File: config.mk
export PLATFORM = sky130hd
export DESIGN_NAME = fetch_queue
export DESIGN_NICKNAME = d
export VERILOG_FILES = /design/src/rtl/fetch_queue.sv
export SDC_FILE = /design/constraint.sdc
export NUM_CORES = 1
export LEC_CHECK = 0
export BUFFER_PORTS_ARGS = -buffer_cell sky130_fd_sc_hd__clkbuf_2
export CAP_MARGIN = 5
export CORE_MARGIN = 2
export CORE_UTILIZATION = 52
export CTS_CLUSTER_DIAMETER = 200
export DETAILED_ROUTE_END_ITERATION = 10
export PLACE_DENSITY_LB_ADDON = 0.2
export SLEW_MARGIN = 20
export SYNTH_ARGS = -nofsm -noshare
export SYNTH_HDL_FRONTEND = slang
export SYNTH_SLANG_ARGS = --single-unit
File: constraint.sdc
create_clock -name CLK -period 6.6 [get_ports CLK]
set_clock_uncertainty 0.15 [all_clocks]
set_input_delay 1.32 -clock CLK [delete_from_list [all_inputs] [get_ports CLK]]
set_output_delay 1.32 -clock CLK [all_outputs]
set_load 0.02 [all_outputs]
File: src/rtl/fetch_queue.sv
// Instruction fetch queue: a first-word fall-through FIFO of {PC, instruction} pairs
// between fetch and decode, with a flush for branch redirects.
module fetch_queue #(
  parameter int unsigned AW    = 32,
  parameter int unsigned DW    = 32,
  parameter int unsigned DEPTH = 4
) (
  input  logic                     CLK,
  input  logic                     RST_N,
  input  logic                     IN_VALID,
  output logic                     IN_READY,
  input  logic [AW-1:0]            IN_PC,
  input  logic [DW-1:0]            IN_INSTR,
  output logic                     OUT_VALID,
  input  logic                     OUT_READY,
  output logic [AW-1:0]            OUT_PC,
  output logic [DW-1:0]            OUT_INSTR,
  input  logic                     FLUSH,
  output logic [$clog2(DEPTH):0]   COUNT,
  output logic                     FULL,
  output logic                     EMPTY
);

  localparam int unsigned PW = $clog2(DEPTH);
  localparam logic [PW:0] DepthCnt = (PW + 1)'(DEPTH);

  logic [AW-1:0] pc_mem_q    [DEPTH];
  logic [DW-1:0] instr_mem_q [DEPTH];

  logic [PW-1:0] wr_ptr_q, wr_ptr_d;
  logic [PW-1:0] rd_ptr_q, rd_ptr_d;
  logic [PW:0]   count_q,  count_d;

  logic push, pop;

  // Handshake status comes only from registered occupancy, never from the other side's inputs.
  assign FULL      = (count_q == DepthCnt);
  assign EMPTY     = (count_q == '0);
  assign IN_READY  = ~FULL;
  assign OUT_VALID = ~EMPTY;
  assign COUNT     = count_q;
  assign OUT_PC    = pc_mem_q[rd_ptr_q];
  assign OUT_INSTR = instr_mem_q[rd_ptr_q];

  assign push = IN_VALID & IN_READY;
  assign pop  = OUT_VALID & OUT_READY;

  always_comb begin
    wr_ptr_d = wr_ptr_q;
    rd_ptr_d = rd_ptr_q;
    count_d  = count_q;
    if (FLUSH) begin
      wr_ptr_d = '0;
      rd_ptr_d = '0;
      count_d  = '0;
    end else begin
      // Pointers are exactly PW bits wide, so increments wrap modulo DEPTH.
      if (push) wr_ptr_d = wr_ptr_q + 1'b1;
      if (pop)  rd_ptr_d = rd_ptr_q + 1'b1;
      case ({push, pop})
        2'b10:   count_d = count_q + 1'b1;
        2'b01:   count_d = count_q - 1'b1;
        default: count_d = count_q;
      endcase
    end
  end

  always_ff @(posedge CLK or negedge RST_N) begin
    if (!RST_N) begin
      wr_ptr_q <= '0;
      rd_ptr_q <= '0;
      count_q  <= '0;
    end else begin
      wr_ptr_q <= wr_ptr_d;
      rd_ptr_q <= rd_ptr_d;
      count_q  <= count_d;
    end
  end

  // Storage is cleared on reset so the head outputs read zero until the first push.
  always_ff @(posedge CLK or negedge RST_N) begin
    if (!RST_N) begin
      for (int unsigned i = 0; i < DEPTH; i++) begin
        pc_mem_q[i]    <= '0;
        instr_mem_q[i] <= '0;
      end
    end else if (push && !FLUSH) begin
      pc_mem_q[wr_ptr_q]    <= IN_PC;
      instr_mem_q[wr_ptr_q] <= IN_INSTR;
    end
  end

endmodule
==> flow_summary.json <==
{
  "irDropWorstVdd_uv": 206.7,
  "cts_resized": 0,
  "die_w_microns": 154.8,
  "routedWlPerCell_microns": 21.30,
  "crit_required_ns": 5.13,
  "cts_buffers": 28,
  "drc": 0,
  "worst_pin_slew_ns": 1.106,
  "p_int_mw": 3.968,
  "cap_violations": 0,
  "finalMaxSlewViolations": 0,
  "crit_chain": "buf_4, mux4_2, clkbuf_2",
  "wl_met3_microns": 1274,
  "maxClockFrequency_mhz": 225.7,
  "top_layer": "met4",
  "die_area_sq_um": 23980,
  "route.antenna.remaining_nets": 0,
  "rows": 55,
  "cts_tree": "yes",
  "seq_power_share_pct": 43.9,
  "min_period_over_period_pct": 67.13,
  "pwr-share-comb_pct": 26.8,
  "grt_max_degree": 134,
  "dr_wl_met2_microns": 12030,
  "min_to": "instr_mem_q[64]",
  "switching_share_pct": 28.08,
  "fin_nets": 885,
  "clock_sinks": 263,
  "run_status": "completed",
  "crit_type": "flop to primary output",
  "power_leakage_nw": 6.265,
  "htree_levels": 1,
  "yosysTopAreaCell": "dfrtp_1",
  "synth-seq-cells": 263,
  "rr_startpoint": "COUNT[1]",
  "rsz0062_at_grt": "no",
  "pre_cts_ws_ns": 2.367,
  "grt_antenna_before_repair": 1,
  "num_vias": 6427,
  "cts_hold_buf": 0,
  "place_congestion": 0.7316,
  "max-clock-path-buffers": 3,
  "pwr-share-clk_pct": 29.3,
  "synth_cell_types": 38,
  "die_y_microns": 154.8,
  "core_sq_um": 22500,
  "regToRegSetupSlack_ns": 3.48,
  "yosys_warnings": 0,
  "hold_violations": 0,
  "slew_headroom_pct": 26.28,
  "drt_iter0_drc": 296,
  "synth_nets": 756,
  "seq_area_frac_synth_pct": 55.62,
  "fillers": 1668,
  "routed_wl_microns": 23840,
  "initial_core_util_pct": 52.58,
  "cp_slowest_cell": "dfrtp_4",
  "drt-met1-wl_microns": 10100,
  "switching_power_mw": 1.549,
  "clkLatencyLatePin_ns": 0.53,
  "cp-start-kind": "flop",
  "post_cts_buffers": 0,
  "mappedNetlistArea_sq_um": 11830,
  "min_path_cells": 1,
  "io_pins": 140,
  "cp-end-kind": "primary output",
  "cts_root_buf": "clkbuf_16",
  "powerDensity_nw_per_um2": 405.0,
  "r2r-end": "instr_mem_q[64]",
  "avgViaCountPerCell": 5.744,
  "critical_path_arrival_ns": 2.96,
  "syn_to_final_growth_pct": 15.12,
  "hpwl_microns": 14410,
  "clk_pin_slew_worst_paths_ns": 0.06,
  "placed_area_sq_um": 12650,
  "syn_avg_cell_area_sq_um": 17.35,
  "drive_above_1_share_pct": 61.46,
  "hold_class": "flop to flop",
  "finalSetupViolCount": 0,
  "grtUsageTotal_pct": 20.63,
  "synth_area_leaders": "dfrtp_1 (56%), mux2_2 (18%), mux4_2 (12%)",
  "grt_pass1_vias": 7346,
  "post-route-min-period_ns": 4.431,
  "synthCells": 682,
  "port_buffers": 139,
  "grt_overflow": 0,
  "yosysTopAreaCellShare_pct": 55.62,
  "tns_ns": 0,
  "critPathMaxStageDelay_ns": 1.06,
  "path_max_fanout": 45,
  "setup_ws_ns": 2.169,
  "min_from": "instr_mem_q[64]",
  "post-route-util_pct": 60.53,
  "rr_worst_depth": 4,
  "dr.pass1.iters": 4,
  "final_area_sq_um": 13620,
  "grt_pass1_wl_microns": 39210
}
## flip-flops by register name (all words and copies together) (netlist names)
register and flops:
rd_ptr_q 2, wr_ptr_q 2, instr_mem_q 128, pc_mem_q 128, COUNT 3
## cells in the mapped netlist
cell	number
nand3b_1	1
buf_1	5
o31ai_1	1
nand2b_1	1
or4_1	1
o21ai_0	4
or3_1	1
o21bai_1	1
o41ai_1	1
ha_1	4
o311ai_0	1
a211oi_1	1
o21a_1	1
a21oi_1	2
nor2_1	7
mux4_2	64
fa_1	1
or3b_1	1
nand2_1	1
buf_2	23
nand3_2	3
buf_6	2
mux2_1	4
inv_1	5
a2111oi_0	1
nor2b_1	2
dfrtp_1	263
nand3_1	4
a31oi_1	2
o221ai_1	1
xnor2_1	1
clkbuf_1	9
mux2_2	192
xor2_1	2
and3_4	1
mux2_4	60
buf_12	7
or3b_2	1
## cell usage in the layout (no fill, tap or decap), types with 5 or more instances in the layout
master | Yosys | routed
nor2_1 | 7 | 7
mux2_4 | 60 | 60
clkbuf_8 | 0 | 7
clkbuf_16 | 0 | 29
buf_4 | 0 | 5
dfrtp_1 | 263 | 261
clkbuf_2 | 0 | 138
clkinv_2 | 0 | 5
inv_1 | 5 | 5
mux2_2 | 192 | 192
mux4_2 | 64 | 64
clkbuf_1 | 9 | 8
## metal layers
metal  GRT usage, %  vias to the layer above
li1               -                     2819
met1          26.89                     3428
met2          35.50                      143
met3          4.875                       37
met4          4.630                        0
met5              0                        -
## stage by stage
stage                     total power [mW]  cells  hold slack [ns]
after floorplan                      3.488    682           0.3032
after global placement               3.833   1066           0.3159
after detailed placement             3.939   1066           0.3368
after CTS                            5.586   1118           0.3482
after global routing                 5.799   1119           0.3583
final                                5.517   1119           0.3377
## worst max path at each step
stage / start / endpoint / slack, ns / cells past startpoint
6_report: rd_ptr_q[0] / OUT_PC[2] / 2.17 / 3
5_1_grt: rd_ptr_q[0] / OUT_PC[2] / 1.94 / 3
4_1_cts: rd_ptr_q[0] / OUT_PC[2] / 2.07 / 3
3_5_place_dp: IN_VALID / instr_mem_q[65] / 2.37 / 5
3_3_place_gp: IN_VALID / instr_mem_q[64] / 2.41 / 5
2_1_floorplan: IN_VALID / COUNT[2] / 3.50 / 7
## power by group through the flow
| stage | registers [mW] | clock network, mW | logic (mW) |
|---|---|---|---|
| finish | 2.42 | 1.62 | 1.48 |
| global route | 2.49 | 1.73 | 1.58 |
| CTS | 2.42 | 1.66 | 1.50 |
| detailed placement | 2.44 | 0 | 1.50 |
| global placement | 2.39 | 0 | 1.44 |
| floorplan | 2.29 | 0 | 1.20 |
## logic make-up after synthesis
group                      share of synthesized area [%]
and+or+nand+nor                                    1.258
DFF                                                55.62
xor gates and xnor gates                          0.2221
AOI/OAI and AO/OA                                 0.9095
muxes                                              38.45
buffers and inverters                              2.950
adders and majority gates                         0.5922
## cell type report
cell class	instances	area [sq um]	area share [%]
clock inverters	8	115.1	0.8450
repair buffers	145	763.2	5.603
well taps	285	356.6	2.618
diodes	1	2.502	0.01837
clock buffers	44	852.1	6.255
inverters	5	18.77	0.1378
flip-flops and latches	263	6589	48.37
multi-input cells	368	4925	36.15
## worst max-delay path: cells and delay by family, from the launching register on
family / cells / cell delay, ns
flops: 1 / 1.06
buf+inv: 2 / 0.75
mux: 1 / 0.58
(Power assumes the default switching activity.)
